### src/rtl/sdc_rd_bram_packer_if.sv
// rtl/sdc_rd_bram_packer_if.sv - byte input stream and BRAM port A write bus of the read-data packer
interface sdc_rd_bram_packer_if;
    logic [7:0]  din;
    logic        din_vld;
    logic        din_rdy;
    logic [10:0] bram_addr;
    logic [63:0] bram_din;
    logic        bram_wr;

    // master is the packer side: consumes bytes, drives the RAM port
    modport master (
        input  din,
        input  din_vld,
        output din_rdy,
        output bram_addr,
        output bram_din,
        output bram_wr
    );

    modport slave (
        output din,
        output din_vld,
        input  din_rdy,
        input  bram_addr,
        input  bram_din,
        input  bram_wr
    );
endinterface

### src/rtl/sdc_rd_bram_packer.sv
// rtl/sdc_rd_bram_packer.sv - packs SD read bytes into 64-bit words and writes them to the read-data BRAM
// SDC_PACK_BIG_ENDIAN_EN: first byte of each word lands in [63:56] instead of [7:0].
module sdc_rd_bram_packer #(
    parameter int BRAM_DEPTH    = 1040,
    parameter int WORDS_PER_BLK = 64,
    parameter int MAX_BLKS      = 16
) (
    input  logic                        clk,
    input  logic                        reset,
    input  logic                        start,
    input  logic                        abort,
    input  logic [10:0]                 base_addr,
    input  logic [4:0]                  blk_cnt,
    sdc_rd_bram_packer_if.master        bus,
    output logic                        blk_done,
    output logic                        done,
    output logic                        err,
    output logic                        busy,
    output logic [10:0]                 words_wr
);

    typedef enum logic [1:0] {
        ST_IDLE = 2'd0,
        ST_RECV = 2'd1,
        ST_FIN  = 2'd2
    } state_t;

    state_t      state_q,     state_d;
    logic [2:0]  byte_idx_q,  byte_idx_d;
    logic [63:0] shift_q,     shift_d;
    logic [10:0] base_q,      base_d;
    logic [4:0]  blks_left_q, blks_left_d;
    logic [10:0] words_wr_q,  words_wr_d;
    logic [10:0] bram_addr_q, bram_addr_d;
    logic [63:0] bram_din_q,  bram_din_d;
    logic        bram_wr_q,   bram_wr_d;
    logic        blk_done_q,  blk_done_d;
    logic        done_q,      done_d;
    logic        err_q,       err_d;

    logic [11:0] req_end;
    logic        req_bad;
    logic [63:0] shift_in;
    logic [11:0] words_next;
    logic        blk_end;

    // 12-bit end address so base + span cannot wrap before the depth check
    assign req_end = {1'b0, base_addr} + (12'(blk_cnt) * 12'(WORDS_PER_BLK));
    assign req_bad = (blk_cnt == 5'd0) || (blk_cnt > 5'(MAX_BLKS)) || (req_end > 12'(BRAM_DEPTH));

`ifdef SDC_PACK_BIG_ENDIAN_EN
    assign shift_in = {shift_q[55:0], bus.din};
`else
    assign shift_in = {bus.din, shift_q[63:8]};
`endif

    assign words_next = 12'(words_wr_q) + 12'd1;
    assign blk_end    = ((words_next % 12'(WORDS_PER_BLK)) == 12'd0);

    always_comb begin
        state_d     = state_q;
        byte_idx_d  = byte_idx_q;
        shift_d     = shift_q;
        base_d      = base_q;
        blks_left_d = blks_left_q;
        words_wr_d  = words_wr_q;
        bram_addr_d = bram_addr_q;
        bram_din_d  = bram_din_q;
        bram_wr_d   = 1'b0;
        blk_done_d  = 1'b0;
        done_d      = 1'b0;
        err_d       = err_q;

        case (state_q)
            ST_IDLE: begin
                if (start && !abort) begin
                    if (req_bad) begin
                        err_d  = 1'b1;
                        done_d = 1'b1;
                    end else begin
                        base_d      = base_addr;
                        blks_left_d = blk_cnt;
                        words_wr_d  = 11'd0;
                        err_d       = 1'b0;
                        byte_idx_d  = 3'd0;
                        shift_d     = 64'd0;
                        state_d     = ST_RECV;
                    end
                end
            end

            ST_RECV: begin
                if (abort) begin
                    state_d    = ST_IDLE;
                    err_d      = 1'b1;
                    done_d     = 1'b1;
                    byte_idx_d = 3'd0;
                    shift_d    = 64'd0;
                end else if (bus.din_vld) begin
                    shift_d    = shift_in;
                    byte_idx_d = byte_idx_q + 3'd1;
                    if (byte_idx_q == 3'd7) begin
                        // write lands next cycle while the next word is already filling
                        bram_wr_d   = 1'b1;
                        bram_din_d  = shift_in;
                        bram_addr_d = base_q + words_wr_q;
                        words_wr_d  = words_next[10:0];
                        if (blk_end) begin
                            blk_done_d  = 1'b1;
                            blks_left_d = blks_left_q - 5'd1;
                            if (blks_left_q == 5'd1) begin
                                state_d = ST_FIN;
                            end
                        end
                    end
                end
            end

            ST_FIN: begin
                done_d  = 1'b1;
                state_d = ST_IDLE;
            end

            default: begin
                state_d = ST_IDLE;
            end
        endcase
    end

    always_ff @(posedge clk) begin
        if (reset) begin
            state_q     <= ST_IDLE;
            byte_idx_q  <= 3'd0;
            shift_q     <= 64'd0;
            base_q      <= 11'd0;
            blks_left_q <= 5'd0;
            words_wr_q  <= 11'd0;
            bram_addr_q <= 11'd0;
            bram_din_q  <= 64'd0;
            bram_wr_q   <= 1'b0;
            blk_done_q  <= 1'b0;
            done_q      <= 1'b0;
            err_q       <= 1'b0;
        end else begin
            state_q     <= state_d;
            byte_idx_q  <= byte_idx_d;
            shift_q     <= shift_d;
            base_q      <= base_d;
            blks_left_q <= blks_left_d;
            words_wr_q  <= words_wr_d;
            bram_addr_q <= bram_addr_d;
            bram_din_q  <= bram_din_d;
            bram_wr_q   <= bram_wr_d;
            blk_done_q  <= blk_done_d;
            done_q      <= done_d;
            err_q       <= err_d;
        end
    end

    assign bus.din_rdy   = (state_q == ST_RECV);
    assign bus.bram_addr = bram_addr_q;
    assign bus.bram_din  = bram_din_q;
    assign bus.bram_wr   = bram_wr_q;
    assign blk_done      = blk_done_q;
    assign done          = done_q;
    assign err           = err_q;
    assign busy          = (state_q != ST_IDLE);
    assign words_wr      = words_wr_q;

endmodule
### src/flat_wrapper.sv
// flat-port wrapper written by rule: the top's interface ports become plain ports
module sdc_rd_bram_packer_flat 
#(
    parameter int BRAM_DEPTH    = 1040,
    parameter int WORDS_PER_BLK = 64,
    parameter int MAX_BLKS      = 16
)
  (clk, reset, start, abort, base_addr, blk_cnt, blk_done, done, err, busy, words_wr, bus_din, bus_din_vld, bus_din_rdy, bus_bram_addr, bus_bram_din, bus_bram_wr);
  sdc_rd_bram_packer_if bus_i ();
  input  logic clk;
  input  logic reset;
  input  logic start;
  input  logic abort;
  input  logic [10:0] base_addr;
  input  logic [4:0] blk_cnt;
  output logic blk_done;
  output logic done;
  output logic err;
  output logic busy;
  output logic [10:0] words_wr;
  input wire logic [$bits(bus_i.din)-1:0] bus_din;
  input wire logic [$bits(bus_i.din_vld)-1:0] bus_din_vld;
  output wire logic [$bits(bus_i.din_rdy)-1:0] bus_din_rdy;
  output wire logic [$bits(bus_i.bram_addr)-1:0] bus_bram_addr;
  output wire logic [$bits(bus_i.bram_din)-1:0] bus_bram_din;
  output wire logic [$bits(bus_i.bram_wr)-1:0] bus_bram_wr;
  assign bus_i.din = bus_din;
  assign bus_i.din_vld = bus_din_vld;
  assign bus_din_rdy = bus_i.din_rdy;
  assign bus_bram_addr = bus_i.bram_addr;
  assign bus_bram_din = bus_i.bram_din;
  assign bus_bram_wr = bus_i.bram_wr;
  sdc_rd_bram_packer #(.BRAM_DEPTH(BRAM_DEPTH), .WORDS_PER_BLK(WORDS_PER_BLK), .MAX_BLKS(MAX_BLKS)) u_core (.clk(clk), .reset(reset), .start(start), .abort(abort), .base_addr(base_addr), .blk_cnt(blk_cnt), .bus(bus_i), .blk_done(blk_done), .done(done), .err(err), .busy(busy), .words_wr(words_wr));
endmodule
### config.mk
export PLATFORM = sky130hd
export DESIGN_NAME = sdc_rd_bram_packer_flat
export DESIGN_NICKNAME = d
export VERILOG_FILES = /design/src/rtl/sdc_rd_bram_packer_if.sv /design/src/rtl/sdc_rd_bram_packer.sv /design/src/flat_wrapper.sv
export SDC_FILE = /design/constraint.sdc
export NUM_CORES = 1
export LEC_CHECK = 0
export CORE_MARGIN = 5
export CORE_UTILIZATION = 45
export CTS_BUF_LIST = sky130_fd_sc_hd__clkbuf_2
export DETAILED_ROUTE_END_ITERATION = 10
export PLACE_DENSITY = 0.82
export SLEW_MARGIN = 20
export SYNTH_ARGS = -nofsm -noshare
export SYNTH_HDL_FRONTEND = slang
export SYNTH_SLANG_ARGS = --single-unit
### constraint.sdc
create_clock -name clk -period 2.25 [get_ports clk]
set_clock_uncertainty 0.05 [all_clocks]
set_input_delay 0.225 -clock clk [delete_from_list [all_inputs] [get_ports clk]]
set_output_delay 0.225 -clock clk [all_outputs]
set_load 0.01 [all_outputs]
==> out/qor.csv, run 1 <==
stage;metric;value;unit
outcome;status;finished, final reports clean;
global_route;grt_overflow;0;
drt;via_per_inst;5.31;
floorplanning;die_x;135;um
drt;ant_nets;0;
yosys;ys_types;49;
floorplanning;die_height;135;um
yosys;synth.avg_cell_area;8.24;um^2
final_layout;final-seq-area;3350;um^2
setup_path;critPathLaunch;blk_cnt[0];
yosys;synth_nets;908;
clock_tree;clk_pin_slew_worst_paths;220;ps
sta;grt_setup_unrepaired;true;
yosys;synthFlopType;dfxtp_1;
final_layout;final_nets;1070;
power;p_per_area;517;nW/um^2
global_route;grt_max_degree;97;
floorplanning;die_area;18300;um^2
flow_run;cap_viol_max_count;0;
yosys;synth_cells;857;
power;peakVddDrop;339;uV
min_path;worstHoldPathType;input port to flop;
global_route;grt_pass1_wl;30100;um
sta;maxSlewViolCount;0;
placed_design;dp.cells;1192;
power;p_leak;3.44;nW
global_route;globalRouteTotalUtil;0.201;
setup_path;worstPathRequired;2890;ps
setup_path;endpoint_kind;flop;
placed_design;hpwlAfterDp;12200;um
drt;drc_errors;0;
sta;worst_pin_slew;500;ps
setup_path;regToRegSetupSlack;80;ps
drt;num_vias;6596;
final_layout;instances_no_fill;1242;
sta;hold_viol_final;0;
final_layout;multiInputGateArea;3620;um^2
clock_tree;cts_root_buffer;clkbuf_2;
clock_tree;cts_buffer_depth;2;
drt;routed_wl;18700;um
drt;wl_per_cell;15.0;um
placed_design;io_buffers;120;
setup_path;crit_arrival;2870;ps
clock_tree;cts_buffers;17;
sta;setup_tns;0;ps
global_route;grt_pass1_vias;6182;
drt;drtIter0Drc;577;
yosys;syn-cell-area;7070;um^2
yosys;synth_largest_type_area_fraction;0.473;
sta;max_freq;449;MHz
yosys;synth_seq_cells;167;
sta;layout_worst_path_cycle_share;0.990;
floorplanning;start_util;0.461;
final_layout;fillers;1364;
drt;first_pass_iters;5;
yosys;yosysTopAreaCell;dfxtp_1;
yosys;synth_area_leaders;dfxtp_1, nand2_1, a21oi_1;
floorplanning;rows;45;
sta;period_minus_slack;2230;ps
final_layout;drive_above_1_share;0.135;
yosys;async_flop_share;0;
clock_tree;h-tree-depth;4;
floorplanning;boundaryPins;121;
final_layout;area_growth;33.4;%
setup_path;rr_worst_depth;10;
clock_tree;cts_tree;done;
setup_path;path_max_fanout;9;
placed_design;gp_congestion;0.846;
sta;finalSetupViolCount;0;
global_route;grt_antenna_before_repair;0;
setup_path;timing_worst_setup_path_type;input port to flop;
setup_path;worstSetupStartpointType;input port;
yosys;ys_warn_count;0;
floorplanning;core;15300;um^2
setup_path;timing.rr.end;u_core.bus.bram_addr[10];
yosys;ys_seq_area_frac;0.473;
setup_path;crit_end;u_core.words_wr[2];
setup_path;r2r-start;u_core.words_wr[0];
clock_tree;cts.sinks;167;
sta;slew_headroom;0.667;
yosys;synth_edf_count;0;
power;power;0.00487;W
final_layout;diodes;0;
clock_tree;clock_latency;740;ps
==> report_power, final <==
group	internal, W	leakage [nW]	total, W	switching, W
sequential	0.00298	1.35	0.00299	0.00000798
combinational	0.000206	1.97	0.000434	0.000228
clock	0.000409	0.120	0.00145	0.00104
==> timing repair <==
item | CTS | global route
pin swaps | 3 | 10
resized for setup | 21 | 25
endpoints found under the setup margin | 7 | 60
gates cloned | 0 | 1
setup buffers | 5 | 1
hold buffers | 11 | 1
endpoints found under the hold margin | 38 | 1
==> through the flow <==
step                      utilization  hold WS [ps]  cell area (um^2)  setup slack, ps
after floorplan                     -           279              7100            -53.2
after global placement          0.578           390              8860             -643
after detailed placement        0.578           396              8860             -705
after CTS                       0.605          4.34              9270             8.13
after global routing            0.615          41.8              9420            -10.0
final                           0.615           112              9420             22.3
==> routing by layer <==
layer / vias to the layer above / GRT usage / wire, um
met2: 177 / 0.329 / 9070
met3: 18 / 0.0535 / 1050
li1: 3285 / - / -
met4: 0 / 0.0566 / 242
met5: - / 0 / 0
met1: 3116 / 0.263 / 8320
==> synthesized netlist by cell type, drive strengths merged, types with 2 or more instances <==
| cell | instances |
|---|---|
| nor3 | 15 |
| nand3b | 61 |
| xnor2 | 2 |
| or3 | 4 |
| a211oi | 7 |
| fa | 2 |
| nand3 | 16 |
| or4 | 5 |
| a31oi | 5 |
| nand2b | 9 |
| a211o | 2 |
| a2111oi | 2 |
| and2 | 2 |
| dfxtp | 167 |
| nor4 | 2 |
| ha | 20 |
| mux2i | 14 |
| buf | 8 |
| xor2 | 2 |
| inv | 10 |
| nand4 | 2 |
| nand2 | 207 |
| o21ai | 74 |
| a21oi | 95 |
| a21o | 3 |
| and3 | 7 |
| clkbuf | 52 |
| nor3b | 2 |
| o31ai | 6 |
| o21a | 5 |
| nor2 | 33 |
| o311ai | 2 |
| or2 | 2 |
==> final cells by class <==
cell class	count	share of cell area
Clock inverter	11	0.0105
Tap cell	211	0.0280
Sequential cell	167	0.356
Inverter	10	0.00438
Multi-Input combinational cell	620	0.384
Clock buffer	20	0.0106
Timing Repair Buffer	203	0.206
==> worst min-delay path by stage <==
stage | cells after the start | slack (ps) | start | end
after global placement | 2 | 390 | u_core.bus.bram_addr[2] | u_core.bus.bram_addr[2]
final | 3 | 110 | base_addr[3] | u_core.base_q[3]
after detailed placement | 2 | 400 | u_core.bus.bram_din[22] | u_core.bus.bram_din[22]
after global routing | 3 | 40 | base_addr[3] | u_core.base_q[3]
after floorplan | 1 | 280 | reset | u_core.bus.bram_wr
after CTS | 3 | 4 | base_addr[3] | u_core.base_q[3]
==> registers in the layout (all words and copies together) (netlist names) <==
name / cells
u_core.bus.bram_din: 64
u_core.shift_q: 56
u_core.base_q: 11
u_core.bus.bram_addr: 11
u_core.words_wr: 11
u_core.blks_left_q: 5
u_core.byte_idx_q: 3
u_core.state_q: 2
u_core.blk_done: 1
u_core.bus.bram_wr: 1
u_core.done: 1
u_core.err: 1
==> cells in the final DEF, fill, tap and decap left out, types with 4 or more instances in the layout <==
| cell | synthesis | routed |
|---|---|---|
| dlygate4sd3_1 | 0 | 12 |
| mux2i_1 | 14 | 14 |
| clkdlybuf4s50_1 | 0 | 115 |
| clkbuf_2 | 0 | 20 |
| nand2b_1 | 9 | 8 |
| inv_6 | 0 | 4 |
| nand2_1 | 207 | 207 |
| o31ai_1 | 6 | 6 |
| o21ai_0 | 74 | 72 |
| nor2_1 | 33 | 32 |
| buf_4 | 0 | 63 |
| a211oi_1 | 7 | 7 |
| or4_1 | 5 | 5 |
| dfxtp_2 | 0 | 8 |
| nand3b_1 | 61 | 61 |
| o21a_1 | 5 | 5 |
| and3_1 | 7 | 4 |
| ha_1 | 20 | 16 |
| nor3_1 | 15 | 11 |
| inv_1 | 10 | 8 |
| a21oi_1 | 94 | 93 |
| clkinvlp_4 | 0 | 4 |
| buf_12 | 0 | 5 |
| nand3_1 | 16 | 15 |
| dfxtp_1 | 167 | 159 |
==> cell families after synthesis <==
group,Yosys count,share of synthesized area
compound gates,208,0.169
fa+ha+maj,22,0.0411
simple gates,372,0.254
buf+inv,70,0.0384
xor+xnor,4,0.00496
flops,167,0.473
mux,14,0.0198
==> critical path, stage by stage <==
cell and delay, ps:
clkdlybuf4s50_1 480, ha_4 200, fa_1 450, nor3_2 210, nand3_2 110, o32ai_4 410, a21oi_4 150, or4_1 520
a21oi_1 130
(Power assumes the default switching activity.)
==> inputs of run 2 (changes only) <==
--- a/config.mk
+++ b/config.mk
@@ -5,6 +5,7 @@
 export SDC_FILE = /design/constraint.sdc
 export NUM_CORES = 1
 export LEC_CHECK = 0
+export ABC_AREA = 1
 export CORE_MARGIN = 5
 export CORE_UTILIZATION = 45
 export CTS_BUF_LIST = sky130_fd_sc_hd__clkbuf_2
@@ -14,3 +15,4 @@
 export SYNTH_ARGS = -nofsm -noshare
 export SYNTH_HDL_FRONTEND = slang
 export SYNTH_SLANG_ARGS = --single-unit
+export TNS_END_PERCENT = 10
==> out/qor.csv, run 2 <==
stage;metric;value;unit;change
setup_path;worstSetupStartpointType;flop;;was input port
min_path;worstHoldPathType;input port to flop;;unchanged
yosys;synthTopCellsByCount;nor2_1, dfxtp_1, o21ai_0;;was nand2_1, dfxtp_1, a21oi_1
setup_path;rr_worst_depth;10;;unchanged
setup_path;crit_arrival;1840;ps;was 2870 ps
drt;ant_nets;0;;unchanged
yosys;synth_largest_type_area_fraction;0.454;;was 0.473
final_layout;fillers;1513;;was 1364
clock_tree;cts_setup_buffers;0;;was 5
yosys;syn-cell-area;7370;um^2;was 7070 um^2
sta;worst_pin_slew;452;ps;was 500 ps
floorplanning;core;16000;um^2;was 15300 um^2
clock_tree;clk_pin_slew_worst_paths;250;ps;was 220 ps
min_path;hold_start;base_addr[3];;unchanged
final_layout;drive_above_1_share;0.0803;;was 0.135
yosys;synth.avg_cell_area;7.16;um^2;was 8.24 um^2
min_path;hold-path-cell-count;3;;unchanged
setup_path;timing.rr.end;u_core.bus.bram_addr[8];;was u_core.bus.bram_addr[10]
flow_run;cap_viol_max_count;0;;unchanged
outcome;status;finished, final reports clean;;unchanged
setup_path;path_max_fanout;5;;was 9
yosys;async_flop_share;0;;unchanged
yosys;synth_cells;1030;;was 857
drt;drc_errors;0;;unchanged
min_path;min_to;u_core.base_q[3];;unchanged
drt;num_vias;6953;;was 6596
final_layout;mostFrequentLayoutCell;nor2_1;;was nand2_1
global_route;grt_pass1_wl;31400;um;was 30100 um
drt;routed_wl;18900;um;was 18700 um
clock_tree;cts_buffers;17;;unchanged
sta;finalSetupViolCount;0;;unchanged
global_route;grt_pass1_vias;6637;;was 6182
final_layout;final_nets;1208;;was 1070
power;p_leak;3.72;nW;was 3.44 nW
floorplanning;die_area;19000;um^2;was 18300 um^2
floorplanning;start_util;0.461;;about the same
final_layout;final-seq-area;3360;um^2;was 3350 um^2
floorplanning;rows;46;;was 45
sta;maxSlewViolCount;0;;unchanged
yosys;synth_edf_count;0;;unchanged
floorplanning;boundaryPins;121;;unchanged
placed_design;hpwlAfterDp;13100;um;was 12200 um
sta;period_minus_slack;2110;ps;was 2230 ps
power;p_per_area;573;nW/um^2;was 517 nW/um^2
sta;grt_setup_unrepaired;true;;unchanged
final_layout;fin_area;9330;um^2;was 9420 um^2
placed_design;preCtsSetupSlack;-474;ps;was -705 ps
sta;timing.hold.ws;92.9;ps;was 112 ps
yosys;synth_nets;1081;;was 908
sta;slew_headroom;0.699;;was 0.667
drt;drtIter0Drc;505;;was 577
setup_path;r2r-start;u_core.base_q[0];;was u_core.words_wr[0]
power;power;0.00535;W;was 0.00487 W
global_route;grt_antenna_before_repair;0;;unchanged
yosys;ys_warn_count;0;;unchanged
placed_design;io_buffers;120;;unchanged
final_layout;area_growth;26.6;%;was 33.4%
setup_path;regToRegSetupSlack;260;ps;was 80 ps
global_route;globalRouteTotalUtil;0.204;;was 0.201
global_route;grt_max_degree;123;;was 97
sta;hold_viol_final;0;;unchanged
clock_tree;clock_latency;720;ps;was 740 ps
yosys;ys_types;36;;was 49
yosys;synthFlopType;dfxtp_1;;unchanged
setup_path;worstPathRequired;1980;ps;was 2890 ps
sta;setup_slack;138;ps;was 22.3 ps
power;peakVddDrop;366;uV;was 339 uV
sta;max_freq;474;MHz;was 449 MHz
final_layout;multiInputGateArea;3310;um^2;was 3620 um^2
final_layout;finalCoreUtilization;0.583;;was 0.615
clock_tree;cts_root_buffer;clkbuf_2;;unchanged
clock_tree;cts.sinks;167;;unchanged
clock_tree;cts_tree;done;;unchanged
final_layout;largest_reg_flops;64;;unchanged
setup_path;endpoint_kind;primary output;;was flop
yosys;synth.most_common_cell;nor2_1;;was nand2_1
drt;first_pass_iters;6;;was 5
yosys;ys_seq_area_frac;0.454;;was 0.473
setup_path;timing_worst_setup_path_type;flop to primary output;;was input port to flop
yosys;yosysTopAreaCell;dfxtp_1;;unchanged
clock_tree;h-tree-depth;4;;unchanged
floorplanning;die_x;138;um;was 135 um
drt;wl_per_cell;13.6;um;was 15.0 um
yosys;synth_seq_cells;167;;unchanged
global_route;grt_overflow;0;;unchanged
final_layout;final_cell_mix;nor2_1, dfxtp_1, o21ai_0;;was nand2_1, dfxtp_1, clkdlybuf4s50_1
placed_design;gp_congestion;0.885;;was 0.846
floorplanning;die_height;138;um;was 135 um
placed_design;dpl_cell_area;8970;um^2;was 8860 um^2
sta;layout_worst_path_cycle_share;0.939;;was 0.990
drt;via_per_inst;5.01;;was 5.31
yosys;synth_area_leaders;dfxtp_1, nor2_1, o21ai_0;;was dfxtp_1, nand2_1, a21oi_1
clock_tree;cts_buffer_depth;2;;unchanged
==> run 2: cell count changes after synthesis, moves of 9 or more <==
cell	change
a21oi_1	-15
buf_2	+14
clkbuf_1	-23
inv_1	+108
mux2i_1	-13
nand2_1	-137
nand2b_1	-9
nand3_1	+9
nand3b_1	-60
nand4_1	+12
nor2_1	+238
o21ai_0	+75
o21ai_1	+11
==> run 2: how the worst max path moves through the flow <==
stage,start,endpoint,slack [ps],depth (start not counted)
after global placement,base_addr[6],u_core.shift_q[12],-400,14
after CTS,u_core.words_wr[4],words_wr[4],20,1
after global routing,u_core.words_wr[3],words_wr[3],-10,2
after floorplan,base_addr[6],u_core.shift_q[55],140,14
after detailed placement,blk_cnt[0],u_core.shift_q[51],-470,14
final,u_core.words_wr[3],words_wr[3],140,2
==> run 2: cells by family after synthesis <==
kind of cell / Yosys count / share of synthesized area
fa+ha+maj: 22 / 0.0394
flops: 167 / 0.454
buf+inv: 180 / 0.0996
mux: 1 / 0.00136
simple gates: 400 / 0.221
compound gates: 250 / 0.173
xor+xnor: 10 / 0.0119
==> run 2: layout make-up <==
cell class,instances,area share
antenna,1,0.000268
multi-input combinational,683,0.355
clock buffer,18,0.00965
tap,216,0.0290
sequential,167,0.360
inverter,123,0.0499
timing repair buffer,165,0.182
clock inverter,14,0.0153
==> run 2: power by group <==
group / total [W] / switching, W / internal [W]
clock: 0.00157 / 0.00114 / 0.000437
combinational: 0.000658 / 0.000372 / 0.000286
sequential: 0.00312 / 0.0000589 / 0.00306
==> run 2: metal layers <==
layer / track usage / vias to the layer above / share of wire
met2: 0.338 / 190 / 0.47
met3: 0.0472 / 28 / 0.062
met1: 0.261 / 3177 / 0.45
met5: 0 / - / 0
li1: - / 3558 / -
met4: 0.0741 / 0 / 0.020
==> run 2: stage by stage <==
stage | setup TNS (ps) | cells
finish | 0 | 1387
global route | -17.3 | 1386
CTS | 0 | 1386
detailed placement | -36990 | 1345
global placement | -31170 | 1345
floorplan | 0 | 1030
==> run 2: critical path, cell delays in order, from the launching register on <==
cell and delay (ps):
dfxtp_4 430, buf_4 140, clkdlybuf4s50_1 550
==> run 2: what timing repair did <==
item	in CTS	in global routing
hold endpoints to repair	9	0
resized for setup	9	10
setup endpoints to repair	4	12
hold buffers	9	0
